==> config.mk <==
export PLATFORM = sky130hd
export DESIGN_NAME = cpu_run_controller_flat
export DESIGN_NICKNAME = d
export VERILOG_FILES = /design/src/rtl/cpu_run_controller_pkg.sv /design/src/rtl/cpu_run_controller_if.sv /design/src/rtl/cpu_run_controller_snapshot_fifo.sv /design/src/rtl/cpu_run_controller.sv /design/src/flat_wrapper.sv
export SDC_FILE = /design/constraint.sdc
export NUM_CORES = 1
export LEC_CHECK = 0
export CAP_MARGIN = 20
export CORE_ASPECT_RATIO = 0.8
export CORE_UTILIZATION = 65
export CTS_CLUSTER_DIAMETER = 60
export CTS_CLUSTER_SIZE = 24
export DETAILED_ROUTE_END_ITERATION = 16
export DONT_BUFFER_PORTS = 1
export HOLD_SLACK_MARGIN = 0.05
export PLACE_DENSITY = 0.8
export SKIP_CTS_REPAIR_TIMING = 1
export SLEW_MARGIN = 20
export SYNTH_ARGS = -nofsm -noshare
export SYNTH_HDL_FRONTEND = slang
export SYNTH_SLANG_ARGS = --single-unit
==> constraint.sdc <==
create_clock -name clk -period 4.6 [get_ports clk]
set_clock_uncertainty 0.15 [all_clocks]
set_input_delay 1.38 -clock clk [delete_from_list [all_inputs] [get_ports clk]]
set_output_delay 1.38 -clock clk [all_outputs]
set_load 0.01 [all_outputs]
==> src/rtl/cpu_run_controller_pkg.sv <==
// cpu_ctrl_pkg: shared types for the CPU run/step controller.
//   cmd_op_t    - command encodings (RUN, STEP, HALT, CLEAR)
//   run_state_t - controller FSM states (IDLE, RUN, STALL, DONE)
//   snapshot_t  - one captured FIFO entry {cycle index, debug word}
// The snapshot fields are sized for the widest supported configuration.
// Narrower controller instances zero-extend on push and truncate on read.
package cpu_ctrl_pkg;

  localparam int SNAP_CYCLE_W = 16;
  localparam int SNAP_DATA_W  = 32;

  typedef enum logic [1:0] {
    OP_RUN   = 2'd0,
    OP_STEP  = 2'd1,
    OP_HALT  = 2'd2,
    OP_CLEAR = 2'd3
  } cmd_op_t;

  typedef enum logic [1:0] {
    ST_IDLE  = 2'd0,
    ST_RUN   = 2'd1,
    ST_STALL = 2'd2,
    ST_DONE  = 2'd3
  } run_state_t;

  typedef struct packed {
    logic [SNAP_CYCLE_W-1:0] cycle;
    logic [SNAP_DATA_W-1:0]  data;
  } snapshot_t;

  // True in the states where a new RUN/STEP/CLEAR may be accepted.
  function automatic logic is_quiescent(run_state_t s);
    return (s == ST_IDLE) || (s == ST_DONE);
  endfunction

endpackage

==> src/rtl/cpu_run_controller_if.sv <==
// cpu_run_controller_if: groups the command, CPU and snapshot signals of the
// run controller.
//   master modport - host/bench side (drives commands, debug word, snap_ready)
//   slave modport  - controller side
//
// Handshake semantics (both channels): a transfer happens on a rising edge
// where valid && ready are both high. The sender holds its payload stable
// while valid is high and ready is low; nothing is dropped.
//   command channel : cmd_valid / cmd_ready, payload cmd_op, cmd_count
//   snapshot channel: snap_valid / snap_ready, payload snap_data, snap_cycle
interface cpu_run_controller_if #(
  parameter int DATA_WIDTH = 32,
  parameter int CNT_WIDTH  = 16
);
  logic                  cmd_valid;
  logic                  cmd_ready;
  logic [1:0]            cmd_op;
  logic [CNT_WIDTH-1:0]  cmd_count;
  logic                  cpu_en;
  logic [DATA_WIDTH-1:0] debug_in;
  logic                  snap_valid;
  logic                  snap_ready;
  logic [DATA_WIDTH-1:0] snap_data;
  logic [CNT_WIDTH-1:0]  snap_cycle;
  logic [1:0]            state;
  logic [CNT_WIDTH-1:0]  cycle_count;
  logic                  done;

  modport master (
    output cmd_valid, cmd_op, cmd_count, debug_in, snap_ready,
    input  cmd_ready, cpu_en, snap_valid, snap_data, snap_cycle,
           state, cycle_count, done
  );

  modport slave (
    input  cmd_valid, cmd_op, cmd_count, debug_in, snap_ready,
    output cmd_ready, cpu_en, snap_valid, snap_data, snap_cycle,
           state, cycle_count, done
  );
endinterface

==> src/rtl/cpu_run_controller_snapshot_fifo.sv <==
// snapshot_fifo: synchronous first-word-fall-through FIFO of snapshot_t.
//   clk, rst_n - clock, synchronous active-low reset (empties the FIFO)
//   push_i     - write wdata_i (ignored when full)
//   pop_i      - drop the head entry (ignored when empty)
//   flush_i    - empty the FIFO on this edge (wins over push/pop)
//   wdata_i    - entry to write
//   rdata_o    - head entry, valid whenever empty_o is low
//   full_o, empty_o, count_o - occupancy status
// DEPTH must be a power of two >= 2 so the pointers wrap naturally.
module snapshot_fifo
  import cpu_ctrl_pkg::*;
#(
  parameter int DEPTH = 4
) (
  input  logic                     clk,
  input  logic                     rst_n,
  input  logic                     push_i,
  input  logic                     pop_i,
  input  logic                     flush_i,
  input  snapshot_t                wdata_i,
  output snapshot_t                rdata_o,
  output logic                     full_o,
  output logic                     empty_o,
  output logic [$clog2(DEPTH):0]   count_o
);

  localparam int PW = $clog2(DEPTH);

  snapshot_t         mem_q [DEPTH];
  logic [PW-1:0]     wr_ptr_q;
  logic [PW-1:0]     rd_ptr_q;
  logic [PW:0]       count_q;
  logic              do_push;
  logic              do_pop;

  assign full_o  = (count_q == (PW+1)'(DEPTH));
  assign empty_o = (count_q == '0);
  assign count_o = count_q;
  assign rdata_o = mem_q[rd_ptr_q];

  assign do_push = push_i && !full_o && !flush_i;
  assign do_pop  = pop_i && !empty_o && !flush_i;

  always_ff @(posedge clk) begin
    if (!rst_n || flush_i) begin
      wr_ptr_q <= '0;
      rd_ptr_q <= '0;
      count_q  <= '0;
    end else begin
      if (do_push) wr_ptr_q <= wr_ptr_q + PW'(1);
      if (do_pop)  rd_ptr_q <= rd_ptr_q + PW'(1);
      case ({do_push, do_pop})
        2'b10:   count_q <= count_q + (PW+1)'(1);
        2'b01:   count_q <= count_q - (PW+1)'(1);
        default: count_q <= count_q;
      endcase
    end
  end

  // Storage needs no reset: entries are only read once the count says valid.
  always_ff @(posedge clk) begin
    if (rst_n && do_push) mem_q[wr_ptr_q] <= wdata_i;
  end

endmodule

==> src/rtl/cpu_run_controller.sv <==
// cpu_run_controller: run/step controller for CPU bring-up.
// Gates the core with cpu_en, runs it for a commanded number of cycles and
// captures {cycle_count, debug_in} into a snapshot FIFO on every enabled edge.
//   clk, rst_n      - clock, synchronous active-low reset
//   bus (slave)     - command channel (cmd_valid/cmd_ready/cmd_op/cmd_count),
//                     CPU side (cpu_en, debug_in), snapshot channel
//                     (snap_valid/snap_ready/snap_data/snap_cycle) and status
//                     (state, cycle_count, done)
// Parameters: MAX_CYCLES (run length for cmd_count==0), DATA_WIDTH,
// CNT_WIDTH, FIFO_DEPTH (power of two >= 2).
module cpu_run_controller
  import cpu_ctrl_pkg::*;
#(
  parameter int MAX_CYCLES = 10,
  parameter int DATA_WIDTH = 32,
  parameter int CNT_WIDTH  = 16,
  parameter int FIFO_DEPTH = 4
) (
  input logic                  clk,
  input logic                  rst_n,
  cpu_run_controller_if.slave  bus
);

  localparam int PW = $clog2(FIFO_DEPTH);

  run_state_t            state_q, state_d;
  logic [CNT_WIDTH-1:0]  remaining_q, remaining_d;
  logic [CNT_WIDTH-1:0]  cycle_q, cycle_d;
  logic                  done_q, done_d;
  logic                  flush;

  cmd_op_t               op;
  logic                  quiescent;
  logic                  cmd_ready;
  logic                  accept;
  logic                  cpu_en;
  logic                  pop;
  logic                  fills;
  logic [CNT_WIDTH-1:0]  run_len;

  logic                  fifo_full;
  logic                  fifo_empty;
  logic [PW:0]           fifo_count;
  snapshot_t             fifo_wdata;
  snapshot_t             fifo_head;

  assign op        = cmd_op_t'(bus.cmd_op);
  assign quiescent = is_quiescent(state_q);

  // Outputs that start activity are forced low while reset is asserted, so
  // nothing moves on the reset edge even though state is still old.
  assign cmd_ready = rst_n && (quiescent || (op == OP_HALT));
  assign accept    = bus.cmd_valid && cmd_ready;
  assign cpu_en    = rst_n && (state_q == ST_RUN) && !fifo_full;
  assign pop       = bus.snap_valid && bus.snap_ready;

  // This push takes the last free slot (no pop frees one in the same edge).
  assign fills = cpu_en && !pop && (fifo_count == (PW+1)'(FIFO_DEPTH - 1));

  assign run_len = (bus.cmd_count == '0) ? CNT_WIDTH'(MAX_CYCLES) : bus.cmd_count;

  assign fifo_wdata.cycle = SNAP_CYCLE_W'(cycle_q);
  assign fifo_wdata.data  = SNAP_DATA_W'(bus.debug_in);

  snapshot_fifo #(
    .DEPTH (FIFO_DEPTH)
  ) u_fifo (
    .clk     (clk),
    .rst_n   (rst_n),
    .push_i  (cpu_en),
    .pop_i   (pop),
    .flush_i (flush),
    .wdata_i (fifo_wdata),
    .rdata_o (fifo_head),
    .full_o  (fifo_full),
    .empty_o (fifo_empty),
    .count_o (fifo_count)
  );

  always_ff @(posedge clk) begin
    if (!rst_n) begin
      state_q     <= ST_IDLE;
      remaining_q <= '0;
      cycle_q     <= '0;
      done_q      <= 1'b0;
    end else begin
      state_q     <= state_d;
      remaining_q <= remaining_d;
      cycle_q     <= cycle_d;
      done_q      <= done_d;
    end
  end

  always_comb begin
    state_d     = state_q;
    remaining_d = remaining_q;
    cycle_d     = cycle_q;
    done_d      = 1'b0;
    flush       = 1'b0;

    case (state_q)
      ST_RUN: begin
        if (cpu_en) begin
          cycle_d     = cycle_q + CNT_WIDTH'(1);
          remaining_d = remaining_q - CNT_WIDTH'(1);
          if (remaining_q == CNT_WIDTH'(1)) begin
            state_d = ST_DONE;
            done_d  = 1'b1;
          end else if (fills) begin
            state_d = ST_STALL;
          end
        end else if (!pop) begin
          // Entered RUN with a FIFO left full by an earlier run. A pop here
          // leaves us in RUN but cannot also push on this edge.
          state_d = ST_STALL;
        end
      end
      ST_STALL: begin
        if (pop) state_d = ST_RUN;
      end
      default: ;
    endcase

    // Commands override the run progress above. An enabled edge that
    // coincides with HALT still executes; only the continuation is cut.
    if (accept) begin
      case (op)
        OP_RUN: begin
          remaining_d = run_len;
          state_d     = ST_RUN;
        end
        OP_STEP: begin
          remaining_d = CNT_WIDTH'(1);
          state_d     = ST_RUN;
        end
        OP_HALT: begin
          if (!quiescent) begin
            remaining_d = '0;
            state_d     = ST_IDLE;
            done_d      = 1'b0;
          end
        end
        OP_CLEAR: begin
          flush   = 1'b1;
          cycle_d = '0;
          state_d = ST_IDLE;
        end
        default: ;
      endcase
    end
  end

  assign bus.cmd_ready   = cmd_ready;
  assign bus.cpu_en      = cpu_en;
  assign bus.snap_valid  = rst_n && !fifo_empty;
  assign bus.snap_data   = DATA_WIDTH'(fifo_head.data);
  assign bus.snap_cycle  = CNT_WIDTH'(fifo_head.cycle);
  assign bus.state       = state_q;
  assign bus.cycle_count = cycle_q;
  assign bus.done        = done_q;

endmodule
==> src/flat_wrapper.sv <==
// flat-port wrapper written by rule: the top's interface ports become plain ports
module cpu_run_controller_flat import cpu_ctrl_pkg::*;
#(
  parameter int MAX_CYCLES = 10,
  parameter int DATA_WIDTH = 32,
  parameter int CNT_WIDTH  = 16,
  parameter int FIFO_DEPTH = 4
)
  (clk, rst_n, bus_cmd_valid, bus_cmd_op, bus_cmd_count, bus_debug_in, bus_snap_ready, bus_cmd_ready, bus_cpu_en, bus_snap_valid, bus_snap_data, bus_snap_cycle, bus_state, bus_cycle_count, bus_done);
  cpu_run_controller_if #(.DATA_WIDTH(DATA_WIDTH), .CNT_WIDTH(CNT_WIDTH)) bus_i ();
  input logic clk;
  input logic rst_n;
  input wire logic [$bits(bus_i.cmd_valid)-1:0] bus_cmd_valid;
  input wire logic [$bits(bus_i.cmd_op)-1:0] bus_cmd_op;
  input wire logic [$bits(bus_i.cmd_count)-1:0] bus_cmd_count;
  input wire logic [$bits(bus_i.debug_in)-1:0] bus_debug_in;
  input wire logic [$bits(bus_i.snap_ready)-1:0] bus_snap_ready;
  output wire logic [$bits(bus_i.cmd_ready)-1:0] bus_cmd_ready;
  output wire logic [$bits(bus_i.cpu_en)-1:0] bus_cpu_en;
  output wire logic [$bits(bus_i.snap_valid)-1:0] bus_snap_valid;
  output wire logic [$bits(bus_i.snap_data)-1:0] bus_snap_data;
  output wire logic [$bits(bus_i.snap_cycle)-1:0] bus_snap_cycle;
  output wire logic [$bits(bus_i.state)-1:0] bus_state;
  output wire logic [$bits(bus_i.cycle_count)-1:0] bus_cycle_count;
  output wire logic [$bits(bus_i.done)-1:0] bus_done;
  assign bus_i.cmd_valid = bus_cmd_valid;
  assign bus_i.cmd_op = bus_cmd_op;
  assign bus_i.cmd_count = bus_cmd_count;
  assign bus_i.debug_in = bus_debug_in;
  assign bus_i.snap_ready = bus_snap_ready;
  assign bus_cmd_ready = bus_i.cmd_ready;
  assign bus_cpu_en = bus_i.cpu_en;
  assign bus_snap_valid = bus_i.snap_valid;
  assign bus_snap_data = bus_i.snap_data;
  assign bus_snap_cycle = bus_i.snap_cycle;
  assign bus_state = bus_i.state;
  assign bus_cycle_count = bus_i.cycle_count;
  assign bus_done = bus_i.done;
  cpu_run_controller #(.MAX_CYCLES(MAX_CYCLES), .DATA_WIDTH(DATA_WIDTH), .CNT_WIDTH(CNT_WIDTH), .FIFO_DEPTH(FIFO_DEPTH)) u_core (.clk(clk), .rst_n(rst_n), .bus(bus_i));
endmodule
==> summary.md <==
| Metric | Value |
|---|---|
| Root Buffer | clkbuf_16 |
| Clock power frac | 0.343 |
| TritonCTS clock tree | built |
| Post-synth ARST share | 0 |
| RSZ-0062 raised after global routing | no |
| Die Y | between 100 and 150 um |
| Post-route insts no fill | roughly 740 |
| Max VDD drop | just over 0.0004 V |
| R2R Path End | u_core.u_fifo.mem_q[3][31]$_DFFE_PP_ |
| Share of the synthesized area in the top cell type | 0.617 |
| CP arrival | approximately 2.1 ns |
| Max-Cap Viols | 0 |
| Drt wl/cell | roughly 22 um |
| Number of synthesized flops with an enable pin | ~190 |
| PortBufs | 0 |
| Power Density | between 300 and 400 mW/mm^2 |
| Initial core utilization | 0.677 |
| I/O pin count | ~120 |
| Layout cells sized above 1 | 0.168 |
| First-pass GRT wire length | 24300 um |
| HPWL reported at the end of detailed placement | between 10000 and 15000 um |
| DRC | 0 |
| Vias in the first global route | between 4000 and 5000 |
| Setup crit start kind | flip-flop |
| Clock transition at path regs | around 0.080 ns |
| Headroom to the max-slew limit | 0.553 |
| Syn_nets | 610 |
| Fill count | about 830 |
| Largest net degree at the start of global routing | 38 |
| Crit share post-route | 0.794 |
| Via/cell ratio | between 6 and 7 |
| Global Route Usage Sum | 0.219 |
| Reg power frac | 0.626 |
| Delay-heaviest family, CP | flip-flops |
| Result of the run | complete, no violations |
| Int Pwr | 0.00299 W |
| Final Hold Viols | 0 |
| Sequential area share after synthesis | 0.711 |
| Seq cells post-synth | ~240 |
| Fin crit period | 3.65 ns |
| Detailed Routing Iterations Pass 1 | 4 |
| Yosys warns | 0 |
| Core area | 0.0138 sq mm |
| Largest stage delay on the critical path | around 0.75 ns |
| R2R Setup Slk | between 1.5 and 2 ns |
| Hold Path Stages | 2 |
| Top_reg_cell synth | edfxtp_1 |
| Routed vias | approximately 4600 |
| Slowest cell on crit path | dfxtp_4 |
| CTS H-tree depth | 1 |
| Overflow after GRT | 0 |
| # diodes | 0 |
| TNS Setup | 0 ns |
| Final setup vio count | 0 |
| Fmax | 274 MHz |
| Row cnt | 38 |
| WP buf/inv | 1 |
| Combinational power share | 0.030 |
| Routability cong. | between 0.8 and 0.9 |
| CTS Buffer Depth | 3 |
| Final wirelength | between 15000 and 20000 um |
| Final net count | about 600 |
| Avg Cell Area, Syn | between 15 and 20 sq um |
| HP Start | u_core.u_fifo.wr_ptr_q[1]$_SDFFE_PP0P_ |
| Fin util | 0.729 |
| DIE AREA | around 0.015 sq mm |
| Critical Path Fanout Max | 28 |
| Lkg Pwr | approximately 3.2 nW |
| Critical-path cell list | buf_12, mux4_2 |
| ANT nets after route | 0 |
| Worst Tran Pin Value | 0.670 ns |
| Synth Instances | around 540 |
| Crit path required time | ~3.1 ns |
| Drt first-iter violations | around 270 |
| Dominant cells by area after synthesis | edfxtp_1, mux4_2, dfxtp_1 |
| Clk sink count | about 240 |
| Reg2reg path depth | 6 |
| Hold endpoint | u_core.u_fifo.wr_ptr_q[1]$_SDFFE_PP0P_ |
| Final Slew Violations | 0 |
| Area delta synth->final | 7.55% |
| Initial antenna violation count | 0 |
| WS Path Type | flip-flop to primary output |
| Synth area leader | edfxtp_1 |
| Post-synthesis instance area | about 0.0093 sq mm |
| Switching Share | 0.196 |
| Die X | around 140 um |
| Sw power | roughly 0.00073 W |
| Netlist cell types | 50 |
| Clock latency at the later pin of the worst-skew pair | roughly 0.47 ns |
| Total CTS buffers | 14 |
| Crit. End Element | primary output |
| Cells after DPL | 715 |
| Worst min-delay path class | flip-flop to flip-flop |
## stage by stage
stage               worst slack (ns)  area, sq um  total power, W  hold slack [ns]
CTS                            0.895        10000         0.00374            0.372
detailed placement              1.02         9610         0.00249            0.355
finish                         0.948        10000         0.00372            0.369
global placement                1.06         9610         0.00249            0.332
global route                   0.806        10000         0.00383            0.381
floorplan                       1.01         9340         0.00247            0.319
## sequential cells by signal (all words and copies together) (netlist names), named ones only
| register | count |
|---|---|
| u_core.bus.cycle_count | 16 |
| u_core.bus.done | 1 |
| u_core.u_fifo.rd_ptr_q | 2 |
| u_core.u_fifo.count_o | 3 |
| u_core.u_fifo.mem_q | 192 |
| u_core.u_fifo.wr_ptr_q | 2 |
| u_core.remaining_q | 16 |
## worst min-delay path, stage by stage (launching register included)
cell and delay [ns]:
dfxtp_1 0.35, nand2_1 0.07, a21oi_1 0.05
## power by group through the flow
stage / registers (W) / clock network, W / logic [W]
final: 0.00233 / 0.00128 / 0.000114
after global routing: 0.00234 / 0.00137 / 0.000125
after CTS: 0.00233 / 0.00130 / 0.000114
after detailed placement: 0.00238 / 0 / 0.000113
after global placement: 0.00238 / 0 / 0.000111
after floorplan: 0.00238 / 0 / 0.0000951
## how the worst max path moves through the flow
stage | start | to | cells after the start
after floorplan | rst_n | u_core.u_fifo.mem_q[0][0]$_DFFE_PP_ | 4
after global placement | rst_n | bus_cpu_en | 3
after detailed placement | rst_n | bus_cpu_en | 3
after CTS | flip-flop | bus_snap_data[7] | 2
after global routing | flip-flop | bus_snap_data[7] | 2
final | flip-flop | bus_snap_data[7] | 2
## layout make-up
cell class	count	area, sq um	share of cell area
Clock buffer	20	404	0.0402
Clock inverter	4	33.8	0.00336
Inverter	14	52.6	0.00523
Multi-Input combinational cell	276	2570	0.256
Sequential cell	236	6650	0.662
Tap cell	180	225	0.0224
Timing Repair Buffer	9	105	0.0105
## placed cells by master (no fill, tap or decap), types with 4 or more instances in the layout
| master | instances |
|---|---|
| nand3_1 | 8 |
| clkbuf_1 | 4 |
| xnor2_1 | 14 |
| ha_1 | 12 |
| nor4_1 | 7 |
| dfxtp_1 | 42 |
| nand4_1 | 11 |
| edfxtp_1 | 192 |
| clkbuf_16 | 15 |
| o21ai_0 | 14 |
| a21oi_1 | 9 |
| mux4_2 | 48 |
| xor2_1 | 18 |
| nand2_1 | 34 |
| or3_1 | 6 |
| nor3_1 | 8 |
| nor2_1 | 29 |
| buf_4 | 6 |
| and2_2 | 4 |
| inv_1 | 13 |
| o21ai_1 | 7 |
## logic make-up (layout without fill, tap and decap cells)
family	Yosys count	count (layout)	share of synthesized area
AO/OA/AOI/OAI	46	46	0.0297
XOR/XNOR	32	32	0.0300
adder cells (fa/ha/maj)	13	13	0.0182
buffers and inverters	31	47	0.0134
flip-flops	236	236	0.711
multiplexers	49	49	0.117
AND/OR/NAND/NOR	136	136	0.0802
## cell usage after synthesis, types with 6 or more instances
| cell | count |
|---|---|
| xnor2_1 | 14 |
| xor2_1 | 18 |
| mux4_2 | 48 |
| inv_1 | 13 |
| clkbuf_1 | 8 |
| dfxtp_1 | 44 |
| ha_1 | 12 |
| edfxtp_1 | 192 |
| nand4_1 | 11 |
| o21ai_0 | 14 |
| or3_1 | 6 |
| buf_2 | 7 |
| a21oi_1 | 9 |
| nand2_1 | 34 |
| nor2_1 | 29 |
| and2_1 | 6 |
| nor4_1 | 7 |
| nand3_1 | 8 |
| nor3_1 | 8 |
| o21ai_1 | 7 |
## per-layer routing
metal | wire [um] | GRT usage | up-vias | share of wire
met2 | 8000 | 0.380 | 155 | 0.50
met3 | 1310 | 0.0539 | 19 | 0.082
li1 | - | - | 2134 | -
met4 | 258 | 0.0452 | 0 | 0.016
met5 | 0 | 0 | - | 0
met1 | 6430 | 0.281 | 2314 | 0.40
Power figures use the tool's default switching activity.
